<file path="src/rtl/movement_pkg.sv">
// movement_pkg: movement codes, heading encoding and executor states shared with the navigation FSM
package movement_pkg;
   localparam logic [3:0] MOV_NONE = 4'b0000;
   localparam logic [3:0] MOV_N    = 4'b0001;
   localparam logic [3:0] MOV_E    = 4'b0100;
   localparam logic [3:0] MOV_S    = 4'b0010;
   localparam logic [3:0] MOV_W    = 4'b0011;
   localparam logic [1:0] HDG_N = 2'd0;
   localparam logic [1:0] HDG_E = 2'd1;
   localparam logic [1:0] HDG_S = 2'd2;
   localparam logic [1:0] HDG_W = 2'd3;
   typedef enum logic [2:0] {IDLE, TURN_R, TURN_L, FWD, DONE} exec_state_t;
   function automatic logic code_valid(input logic [3:0] c);
      return c == MOV_N || c == MOV_E || c == MOV_S || c == MOV_W;
   endfunction
   function automatic logic [1:0] code_heading(input logic [3:0] c);
      return c == MOV_E ? HDG_E : c == MOV_S ? HDG_S : c == MOV_W ? HDG_W : HDG_N;
   endfunction
endpackage

</file>
<file path="src/rtl/movement_executor_if.sv">
// movement_executor_if: command code in, motor pins and status out
interface movement_executor_if;
   logic [3:0] movement_sel;
   logic       motor_l_en;
   logic       motor_l_dir;
   logic       motor_r_en;
   logic       motor_r_dir;
   logic [1:0] heading;
   logic       busy;
   logic       cmd_ready;
   logic       done;
   logic       cmd_err;
   modport master (output movement_sel, input motor_l_en, motor_l_dir, motor_r_en, motor_r_dir, heading, busy, cmd_ready, done, cmd_err);
   modport slave (input movement_sel, output motor_l_en, motor_l_dir, motor_r_en, motor_r_dir, heading, busy, cmd_ready, done, cmd_err);
endinterface

</file>
<file path="src/rtl/movement_executor_move_timer.sv">
// move_timer: clearable up-counter flagging when it sits on the terminal value
module move_timer #(
   parameter int CNT_W = 16
) (
   input  logic             clk,
   input  logic             rst,
   input  logic             clr,
   input  logic [CNT_W-1:0] term,
   output logic             tc
);
   logic [CNT_W-1:0] cnt;
   // count every cycle, restart from zero on clear
   always_ff @(posedge clk)
      cnt <= (rst || clr) ? '0 : cnt + 1'b1;
   assign tc = cnt == term;
endmodule

</file>
<file path="src/rtl/movement_executor.sv">
// movement_executor: turns to the commanded heading by the shortest path, then drives forward
module movement_executor
   import movement_pkg::*;
#(
   parameter int TURN_CYCLES = 16,
   parameter int MOVE_CYCLES = 32,
   parameter int CNT_W       = 16
) (
   input logic clk,
   input logic rst,
   movement_executor_if.slave bus
);
   exec_state_t state;
   logic [1:0]  heading;
   logic [1:0]  turns_left;
   logic [1:0]  diff;
   logic        cmd_err;
   logic        tc;
   assign diff = code_heading(bus.movement_sel) - heading;
   move_timer #(.CNT_W(CNT_W)) u_timer (
      .clk (clk),
      .rst (rst),
      .clr (state == IDLE || state == DONE || tc),
      .term(state == FWD ? CNT_W'(MOVE_CYCLES - 1) : CNT_W'(TURN_CYCLES - 1)),
      .tc  (tc)
   );
   // command sequencing, heading tracking and the invalid-code flag
   always_ff @(posedge clk) begin
      if (rst) begin
         state      <= IDLE;
         heading    <= HDG_N;
         turns_left <= 2'd0;
         cmd_err    <= 1'b0;
      end else begin
         cmd_err <= 1'b0;
         case (state)
            IDLE: begin
               cmd_err <= bus.movement_sel != MOV_NONE && !code_valid(bus.movement_sel);
               if (code_valid(bus.movement_sel)) begin
                  state      <= diff == 2'd0 ? FWD : diff == 2'd3 ? TURN_L : TURN_R;
                  turns_left <= diff == 2'd2 ? 2'd2 : diff == 2'd0 ? 2'd0 : 2'd1;
               end
            end
            TURN_R, TURN_L: if (tc) begin
               heading    <= state == TURN_R ? heading + 2'd1 : heading - 2'd1;
               turns_left <= turns_left - 2'd1;
               if (turns_left == 2'd1) state <= FWD;
            end
            FWD: if (tc) state <= DONE;
            DONE: state <= IDLE;
            default: state <= IDLE;
         endcase
      end
   end
   assign bus.motor_l_en  = state == TURN_R || state == TURN_L || state == FWD;
   assign bus.motor_r_en  = state == TURN_R || state == TURN_L || state == FWD;
   assign bus.motor_l_dir = state == TURN_R || state == FWD;
   assign bus.motor_r_dir = state == TURN_L || state == FWD;
   assign bus.heading     = heading;
   assign bus.busy        = state != IDLE;
   assign bus.cmd_ready   = state == IDLE;
   assign bus.done        = state == DONE;
   assign bus.cmd_err     = cmd_err;
endmodule

</file>
<file path="src/flat_wrapper.sv">
// flat-port wrapper written by rule: the top's interface ports become plain ports
module movement_executor_flat import movement_pkg::*;
#(
   parameter int TURN_CYCLES = 16,
   parameter int MOVE_CYCLES = 32,
   parameter int CNT_W       = 16
)
  (clk, rst, bus_movement_sel, bus_motor_l_en, bus_motor_l_dir, bus_motor_r_en, bus_motor_r_dir, bus_heading, bus_busy, bus_cmd_ready, bus_done, bus_cmd_err);
  movement_executor_if bus_i ();
  input logic clk;
  input logic rst;
  input wire logic [$bits(bus_i.movement_sel)-1:0] bus_movement_sel;
  output wire logic [$bits(bus_i.motor_l_en)-1:0] bus_motor_l_en;
  output wire logic [$bits(bus_i.motor_l_dir)-1:0] bus_motor_l_dir;
  output wire logic [$bits(bus_i.motor_r_en)-1:0] bus_motor_r_en;
  output wire logic [$bits(bus_i.motor_r_dir)-1:0] bus_motor_r_dir;
  output wire logic [$bits(bus_i.heading)-1:0] bus_heading;
  output wire logic [$bits(bus_i.busy)-1:0] bus_busy;
  output wire logic [$bits(bus_i.cmd_ready)-1:0] bus_cmd_ready;
  output wire logic [$bits(bus_i.done)-1:0] bus_done;
  output wire logic [$bits(bus_i.cmd_err)-1:0] bus_cmd_err;
  assign bus_i.movement_sel = bus_movement_sel;
  assign bus_motor_l_en = bus_i.motor_l_en;
  assign bus_motor_l_dir = bus_i.motor_l_dir;
  assign bus_motor_r_en = bus_i.motor_r_en;
  assign bus_motor_r_dir = bus_i.motor_r_dir;
  assign bus_heading = bus_i.heading;
  assign bus_busy = bus_i.busy;
  assign bus_cmd_ready = bus_i.cmd_ready;
  assign bus_done = bus_i.done;
  assign bus_cmd_err = bus_i.cmd_err;
  movement_executor #(.TURN_CYCLES(TURN_CYCLES), .MOVE_CYCLES(MOVE_CYCLES), .CNT_W(CNT_W)) u_core (.clk(clk), .rst(rst), .bus(bus_i));
endmodule
</file>
<file path="config.mk">
export PLATFORM = sky130hd
export DESIGN_NAME = movement_executor_flat
export DESIGN_NICKNAME = d
export VERILOG_FILES = /design/src/rtl/movement_pkg.sv /design/src/rtl/movement_executor_if.sv /design/src/rtl/movement_executor_move_timer.sv /design/src/rtl/movement_executor.sv /design/src/flat_wrapper.sv
export SDC_FILE = /design/constraint.sdc
export NUM_CORES = 1
export LEC_CHECK = 0
export BUFFER_PORTS_ARGS = -buffer_cell sky130_fd_sc_hd__buf_2
export CORE_MARGIN = 8
export CORE_UTILIZATION = 45
export DETAILED_ROUTE_END_ITERATION = 10
export MAX_ROUTING_LAYER = met4
export PLACE_DENSITY = 0.72
export SLEW_MARGIN = 20
export SYNTH_ARGS = -nofsm -noshare
export SYNTH_HDL_FRONTEND = slang
export SYNTH_SLANG_ARGS = --single-unit
</file>
<file path="constraint.sdc">
create_clock -name clk -period 5.3 [get_ports clk]
set_input_delay 0.265 -clock clk [delete_from_list [all_inputs] [get_ports clk]]
set_output_delay 0.265 -clock clk [all_outputs]
set_load 0.01 [all_outputs]
</file>
==> results.md, run 1 <==
- Status: complete, no violations
- Final Setup Violations: 0
- RSZ-0062 raised after global routing: no
- Slew @ Worst Pin: 479 ps
- Nets: 176
- First-pass GRT wire length: 4.44 mm
- Clock period minus worst slack: 1880 ps
- Warning count from the yosys run: 0
- Rel. slew slack: 67.8%
- Reg2reg path depth: 6
- Net Count, Synth: 162
- Number of remaining DRC errors: 0
- Util after Layout: 51.3%
- Drt wl/cell: 13.0 um
- Starting Density: 47.1%
- Cell leakage power: 0.000556 uW
- # IOs: 16
- Vias in the first global route: 1064
- Die Span Y: 69.7 um
- I/O Buffers: 15
- Seq/Total Area, Yosys: 37.0%
- Critical path class: input pin to flip-flop
- Fin crit share: 35.5%
- Post_cts resized: 0
- Max VDD drop: 0.000149 V
- Vias post-DR: 1051
- Post-DP HPWL: 1.98 mm
- Largest net degree at the start of global routing: 16
- GR Overflow Total: 0
- Pwr/cell area: 253 nW/um^2
- Area leader, netlist: dfxtp_1
- Clock Sinks: 24
- Fraction of registers with async set/reset: 0%
- Die width: 69.7 um
- Max Slew Vio Count: 0
- Initial antenna violation count: 0
- Syn avg cell area: 8.60 sq um
- Mapped Cells: 151
- Setup TNS Final: 0 ps
- Maxcap violations: 0
- Setup Buffers After CTS: 0
- Vias/cell: 5.39
- P&R area growth vs syn: 8.96%
- CTS tree: built
- GRT Resource Usage Total: 10.8%
- CTS root buf: clkbuf_4
- CTS max path bufs: 2
- Clock skew: 1.71 ps
- Post-synthesis cell area: 1300 sq um
- Worst hold path class: input pin to flip-flop
- Area share of the largest cell type after synthesis: 37.0%
- Hold Fails Final Rpt: 0
- Core area: 2760 sq um
- Critical Path Fanout Max: 5
- Ant. Diodes: 0
- Netlist cell types: 37
- Fillers: 272
- Share of cells above drive strength 1: 17.1%
- Row Count: 19
- Clock latency on the worst-skew pair: 300 ps
- Post-synthesis register bit count: 24
- Number of hold buffers added after cts: 0
- Top cells by count, synth: nor2_1 (29), dfxtp_1 (24), nand2_1 (11)
- CTS buffer count: 3
- Drt pass-1 iters: 4
- WP data arrival: 2080 ps
- Startpoint type of the worst setup path: input pin
- Initial DRC Count: 83
- Number of H-tree levels: 1
- Post-DRT Antenna Nets: 0
- Drt total wl: 2.54 mm
- Hold Crit Depth: 3
- Clk slew on worst S/H paths: 130 ps
- GPL Wtd Cong: 0.866
- Critical path required time: 5490 ps
- Primary FF master, synth: dfxtp_1
- Ranking of synthesized cells by area: dfxtp_1 (37%), nor2_1 (8.4%), xnor2_1 (6.7%), xor2_1 (6.7%), ha_1 (4.8%)
- Critical path endpoint category: flip-flop
- DIE AREA: 4860 sq um
- Most common cell in the netlist: nor2_1
- Post-synth EDFFs: 0
- Fmax: 531 MHz
[flip-flops by register name, indices dropped and copies added (netlist names)]
register	flops
u_core.turns_left	2
u_core.state	3
u_core.u_timer.cnt	16
u_core.bus.heading	2
u_core.bus.cmd_err	1
[stage by stage]
stage	std cells	hold WS (ps)	area [sq um]	power [uW]	setup slack, ps
final	195	247	1420	358	3420
after global routing	195	236	1420	381	3330
after CTS	195	230	1420	364	3430
after detailed placement	191	441	1380	268	3150
after global placement	191	426	1380	265	3310
after floorplan	151	413	1300	250	3510
[path summary, 6_finish.rpt]
path	startpoint	to	slack (ps)
setup / recovery	bus_movement_sel[1]	u_core.turns_left[1]	3420
hold / removal	bus_movement_sel[3]	u_core.bus.cmd_err	250
hold reg to reg	u_core.u_timer.cnt[0]	u_core.u_timer.cnt[0]	450
setup reg to reg	u_core.u_timer.cnt[0]	u_core.state[0]	3440
[final cells by class]
class	count	area (sq um)	area share, %
multi-input cells	116	766	54.1
clock buffers	4	36.3	2.56
flip-flops and latches	24	480	34.0
well taps	31	38.8	2.74
repair buffers	15	75.1	5.31
inverters	5	18.8	1.33
[per-layer routing]
| layer | wire length [um] | track usage [%] | up-vias |
|---|---|---|---|
| li1 | - | - | 538 |
| met1 | 1130 | 11.8 | 494 |
| met2 | 1250 | 17.8 | 15 |
| met3 | 125 | 3.00 | 4 |
| met4 | 36 | 5.13 | 0 |
| met5 | 0 | - | - |
[critical path: stages]
cell and delay, ps:
buf_2 130, nor2_1 160, nand2_1 80, o21ai_0 100
nand2b_1 130, ha_1 220, xnor2_1 180, xnor2_1 120
ha_1 210, mux2_2 260, a21oi_1 150, a311oi_1 70
[cells by family after synthesis]
family	Yosys count	synth area share, %
buffers and inverters	11	4.04
adders and majority gates	5	4.82
xor gates and xnor gates	21	14.7
and+or+nand+nor	72	28.7
AOI/OAI and AO/OA	16	8.96
muxes	2	1.73
DFF	24	37.0
[layout by cell type, fill, tap and decap left out, types with 2 or more instances in the layout]
master / netlist / final
nor2_1: 29 / 29
dfxtp_1: 24 / 24
buf_2: 3 / 15
nand2_1: 11 / 11
xnor2_1: 10 / 10
xor2_1: 10 / 10
and3_1: 7 / 7
a21oi_1: 6 / 6
ha_1: 5 / 5
inv_1: 4 / 4
nor3_1: 4 / 4
nand4_1: 4 / 4
nand3_1: 3 / 3
clkbuf_4: 0 / 3
o21ai_0: 2 / 2
nor3b_1: 2 / 2
nor2b_1: 2 / 2
nor4_2: 2 / 2
o21a_1: 2 / 2
a31oi_1: 2 / 2
[where the power goes]
group / internal, uW / switching, uW / leakage (uW) / total, uW
registers: 187 / 7.08 / 0.000194 / 194
logic: 28.6 / 41.5 / 0.000341 / 70.0
clock network: 41.9 / 52.4 / 0.0000210 / 94.3
total: 257 / 101 / 0.000556 / 358
No activity file was read; power rests on OpenSTA's default activity.
==> run 2: changes to the inputs <==
--- a/config.mk
+++ b/config.mk
@@ -10,7 +10,7 @@
 export CORE_UTILIZATION = 45
 export DETAILED_ROUTE_END_ITERATION = 10
 export MAX_ROUTING_LAYER = met4
-export PLACE_DENSITY = 0.72
+export PLACE_DENSITY = 0.75
 export SLEW_MARGIN = 20
 export SYNTH_ARGS = -nofsm -noshare
 export SYNTH_HDL_FRONTEND = slang
==> constraint.sdc (replaced) <==
create_clock -name clk -period 1.65 [get_ports clk]
set_input_delay 0.0825 -clock clk [delete_from_list [all_inputs] [get_ports clk]]
set_output_delay 0.0825 -clock clk [all_outputs]
set_load 0.01 [all_outputs]
==> results.md, run 2 (synthesized netlist as in run 1, its figures left out) <==
- Fin crit share: 101%
- Initial antenna violation count: 0 (unchanged)
- Clock latency on the worst-skew pair: 310 ps (about the same)
- Dpl ws: -191 ps (-3340 ps)
- Max VDD drop: 0.000590 V (+290%)
- Status: complete, but fails checks
- Clock period minus worst slack: 1660 ps
- Startpoint type of the worst setup path: flip-flop
- Critical path required time: 1880 ps (-3610 ps)
- Fmax: 602 MHz
- Final Setup Violations: 1 (+1)
- Row Count: 19 (unchanged)
- Post-DRT Antenna Nets: 0 (unchanged)
- P&R area growth vs syn: 28.9%
- RSZ-0062 raised after global routing: yes
- GRT Resource Usage Total: 11.2% (+0.33 points)
- Clock skew: 10.3 ps (+8.55 ps)
- Number of remaining DRC errors: 0 (unchanged)
- Rel. slew slack: 82.0% (+14 points)
- Drt total wl: 2.77 mm (+9.0%)
- # IOs: 16 (unchanged)
- Critical Path Fanout Max: 2 (-3)
- Number of H-tree levels: 1 (unchanged)
- I/O Buffers: 15 (unchanged)
- Slew @ Worst Pin: 269 ps (-210 ps)
- CTS max path bufs: 2 (unchanged)
- Drt pass-1 iters: 4 (unchanged)
- Vias in the first global route: 1120 (+5.3%)
- Vias/cell: 5.18 (-3.9%)
- Min Hold Slack: 79.0 ps (-168 ps)
- Die width: 69.7 um (unchanged)
- CTS tree: built
- Most frequent cells in the layout: nor2_1 (28), buf_4 (22), dfxtp_1 (18)
- DIE AREA: 4860 sq um (unchanged)
- Initial DRC Count: 80 (-3.6%)
- Nets: 199 (+13%)
- Clock Sinks: 24 (unchanged)
- Area after DPL: 1530 sq um (+11%)
- GPL Wtd Cong: 0.809 (-6.6%)
- Post-DP HPWL: 2.05 mm (+3.1%)
- Die Span Y: 69.7 um (unchanged)
- Pwr/cell area: 794 nW/um^2 (+210%)
- Hold Fails Final Rpt: 0 (unchanged)
- Largest regs: u_core.u_timer.cnt: 16 flops, u_core.state: 3 flops
- CTS buffer count: 3 (unchanged)
- CTS root buf: clkbuf_4
- Wire length on met3: 85 um (-32%)
- WL met1: 1.24 mm (+9.4%)
- Worst reg2reg setup slack: -10 ps (-3450 ps)
- Share of cells above drive strength 1: 34.2% (+17 points)
- Core area: 2760 sq um (unchanged)
- First-pass GRT wire length: 4.64 mm (+4.5%)
- Drt wl/cell: 12.7 um (-2.5%)
- Clk slew on worst S/H paths: 140 ps (about the same)
- Cell leakage power: 0.000693 uW (+25%)
- Failing checks: setup timing
- Starting Density: 47.1% (unchanged)
- Worst hold path class: input pin to flip-flop
- Commonest non-fill, non-tap cell in the layout: nor2_1
- Met2 wire length: 1.43 mm (+14%)
- Cell area after layout: 1670 sq um (+18%)
- Largest net degree at the start of global routing: 16 (unchanged)
- Max Slew Vio Count: 0 (unchanged)
- WP data arrival: 1890 ps (-190 ps)
- Vias post-DR: 1129 (+7.4%)
- Critical path class: flip-flop to flip-flop
- Critical path endpoint category: flip-flop
- Crit path setup slack, layout: -12.3 ps (-3430 ps)
- Util after Layout: 60.7% (+9.4 points)
- GR Overflow Total: 0 (unchanged)
- Maxcap violations: 0 (unchanged)
- Top Metal Used: met4
- Ant. Diodes: 0 (unchanged)
- Biggest register: u_core.u_timer.cnt
- Number of hold buffers added after cts: 0 (unchanged)
- Setup TNS Final: -12.3 ps (-12.3 ps)
- Max FFs per register: 16 (unchanged)
## run 2: per-layer routing
layer	GRT usage (%)	up-vias
met1	12.1	536
met2	19.7	13
li1	-	578
met5	-	-
met3	2.15	2
met4	4.02	0
## run 2: final timing paths
check	startpoint	endpoint	cells after the start
worst min-delay path	rst	u_core.state[2]	2
worst min register to register	u_core.turns_left[0]	u_core.turns_left[0]	2
worst max register to register	u_core.bus.heading[0]	u_core.state[1]	7
worst max-delay path	u_core.bus.heading[0]	u_core.state[1]	7
## run 2: timing repair
action,4_1_cts,5_1_grt
endpoints found under the hold margin,0,0
gates cloned,0,0
setup endpoints to repair,4,12
setup buffers,3,3
pin swaps,3,6
gates resized for setup,6,8
## run 2: stage by stage
step | cells | total power, uW
after detailed placement | 208 | 900
after floorplan | 151 | 802
final | 218 | 1330
after global placement | 208 | 892
after CTS | 215 | 1340
after global routing | 218 | 1400
## run 2: power by group
group	switching [uW]	internal, uW	leakage, uW	total, uW
sequential	16.4	600	0.000197	616
combinational	156	139	0.000467	294
clock	174	246	0.0000279	420
total	346	984	0.000693	1330
## run 2: worst max-delay path: stages (launching register included)
cell and delay (ps):
dfxtp_2 340, ha_1 180, xnor2_1 130, xnor2_1 240, ha_1 280, a21oi_1 140
o32ai_1 100, o21a_1 170
## run 2: final cells by class
cell class | instances | area (sq um)
inverters | 5 | 18.8
well taps | 31 | 38.8
clock buffers | 3 | 22.5
repair buffers | 38 | 260
multi-input cells | 116 | 813
clock inverters | 1 | 30.0
fillers | 245 | 1080
flip-flops and latches | 24 | 490
==> run 3: changes to the inputs <==
--- a/config.mk
+++ b/config.mk
@@ -7,10 +7,10 @@
 export LEC_CHECK = 0
 export BUFFER_PORTS_ARGS = -buffer_cell sky130_fd_sc_hd__buf_2
 export CORE_MARGIN = 8
-export CORE_UTILIZATION = 45
+export CORE_UTILIZATION = 51
 export DETAILED_ROUTE_END_ITERATION = 10
 export MAX_ROUTING_LAYER = met4
-export PLACE_DENSITY = 0.75
+export PLACE_DENSITY = 0.82
 export SLEW_MARGIN = 20
 export SYNTH_ARGS = -nofsm -noshare
 export SYNTH_HDL_FRONTEND = slang
==> results.md, run 3 (synthesized netlist as in run 1, its figures left out) <==
- Post-DRT Antenna Nets: 0 (unchanged)
- Clock period minus worst slack: 1640 ps (-24.2 ps)
- Max Slew Vio Count: 0 (unchanged)
- Die width: 66.5 um (-4.7%)
- GR Overflow Total: 0 (unchanged)
- Drt pass-1 iters: 5 (+1)
- Critical path required time: 1860 ps (-20 ps)
- Max VDD drop: 0.000686 V (+16%)
- Dpl ws: -231 ps (-39.7 ps)
- Initial DRC Count: 63 (-21%)
- Share of cells above drive strength 1: 32.6% (-1.6 points)
- Number of H-tree levels: 1 (unchanged)
- Initial antenna violation count: 0 (unchanged)
- Commonest non-fill, non-tap cell in the layout: nor2_1
- Biggest register: u_core.u_timer.cnt
- CP Cell Sequence: ha_4, xnor2_2, xnor2_1, ha_1, a21oi_2, o32ai_2, o21a_1
- Critical path class: flip-flop to flip-flop
- GPL Wtd Cong: 0.877 (+8.4%)
- Vias/cell: 5.43 (+4.9%)
- # IOs: 16 (unchanged)
- Starting Density: 52.9% (+5.8 points)
- WL met1: 1.17 mm (-5.3%)
- Ant. Diodes: 0 (unchanged)
- Startpoint type of the worst setup path: flip-flop
- Maxcap violations: 0 (unchanged)
- Status: complete, no violations
- Setup Buffers After CTS: 0 (-3)
- Fin crit share: 99.3% (-1.5 points)
- Vias post-DR: 1146 (+1.5%)
- CTS buffer count: 3 (unchanged)
- Met2 wire length: 1.43 mm (+0.28%)
- Top Metal Used: met4
- Crit path setup slack, layout: 11.9 ps (+24.2 ps)
- Hold Fails Final Rpt: 0 (unchanged)
- CTS tree: built
- CTS max path bufs: 2 (unchanged)
- Min Hold Slack: 78.1 ps (-0.950 ps)
- Max FFs per register: 16 (unchanged)
- WP buf/inv: 0 (unchanged)
- Pwr/cell area: 744 nW/um^2 (-6.4%)
- P&R area growth vs syn: 24.3%
- Most frequent cells in the layout: nor2_1 (29), dfxtp_1 (20), buf_4 (17)
- Final Setup Violations: 0 (-1)
- Drt wl/cell: 13.3 um (+4.8%)
- Post-DP HPWL: 2.14 mm (+4.6%)
- Die Span Y: 66.5 um (-4.7%)
- First-pass GRT wire length: 4.53 mm (-2.4%)
- CTS root buf: clkbuf_4
- Setup TNS Final: 0 ps (+12.3 ps)
- Slew @ Worst Pin: 390 ps (+121 ps)
- Number of remaining DRC errors: 0 (unchanged)
- I/O Buffers: 15 (unchanged)
- Cell leakage power: 0.000643 uW (-7.2%)
- Slowest stage delay, CP: 350 ps (about the same)
- Worst hold path class: input pin to flip-flop
- WP data arrival: 1850 ps (-40 ps)
- Wire length on met3: 153 um (+80%)
- Clk slew on worst S/H paths: 120 ps (-20 ps)
- Number of hold buffers added after cts: 0 (unchanged)
- Critical path endpoint category: flip-flop
- Largest regs: u_core.u_timer.cnt: 16 flops, u_core.state: 3 flops
- Slowest cell on crit path: dfxtp_2
- Clock skew: 7.36 ps (-2.90 ps)
- Vias in the first global route: 1114 (-0.54%)
- Crit-path leading delay family: adder cells
- Core area: 2450 sq um (-11%)
- Util after Layout: 65.7% (+5.0 points)
- Nets: 193 (-3.0%)
- RSZ-0062 raised after global routing: yes
- Clock latency on the worst-skew pair: 310 ps (about the same)
- GRT Resource Usage Total: 13.3% (+2.2 points)
- Critical Path Fanout Max: 2 (unchanged)
- Cell area after layout: 1610 sq um (-3.6%)
- DIE AREA: 4420 sq um (-9.1%)
- Area after DPL: 1510 sq um (-0.90%)
- Row Count: 18 (-1)
- Clock Sinks: 24 (unchanged)
- Fmax: 610 MHz (+1.5%)
- Largest net degree at the start of global routing: 14 (-2)
- Drt total wl: 2.81 mm (+1.4%)
- Rel. slew slack: 73.9% (-8.2 points)
-- run 3: what timing repair did --
action	4_1_cts	5_1_grt
gates resized for setup	6	8
setup endpoints to repair	4	16
pin swaps	2	5
-- run 3: power breakdown --
part	internal [uW]	leakage (uW)	switching (uW)	total (uW)
clock network	135	0.0000210	163	297
registers	601	0.000196	22.4	624
logic	125	0.000426	154	279
-- run 3: path summary, 6_finish.rpt --
path / endpoint / slack [ps] / from / depth (start not counted)
hold / removal: u_core.state[2] / 80 / rst / 2
setup reg to reg: u_core.state[1] / 10 / u_core.bus.heading[0] / 7
setup / recovery: u_core.state[1] / 10 / u_core.bus.heading[0] / 7
hold reg to reg: u_core.u_timer.cnt[0] / 450 / u_core.u_timer.cnt[0] / 1
-- run 3: routing by layer --
metal,vias up,GRT usage (%)
met5,-,-
met4,0,7.20
met3,6,2.68
met2,28,23.5
met1,543,13.5
li1,569,-
-- run 3: final cells by class --
type / count / area (sq um)
clock buffers: 4 / 36.3
flip-flops and latches: 24 / 485
fillers: 213 / 841
repair buffers: 32 / 203
inverters: 5 / 18.8
multi-input cells: 116 / 833
well taps: 30 / 37.5
-- run 3: through the flow --
step                std cells  power, uW
CTS                       211       1190
detailed placement        207        887
finish                    211       1200
global route              211       1270
floorplan                 151        802
global placement          207        877
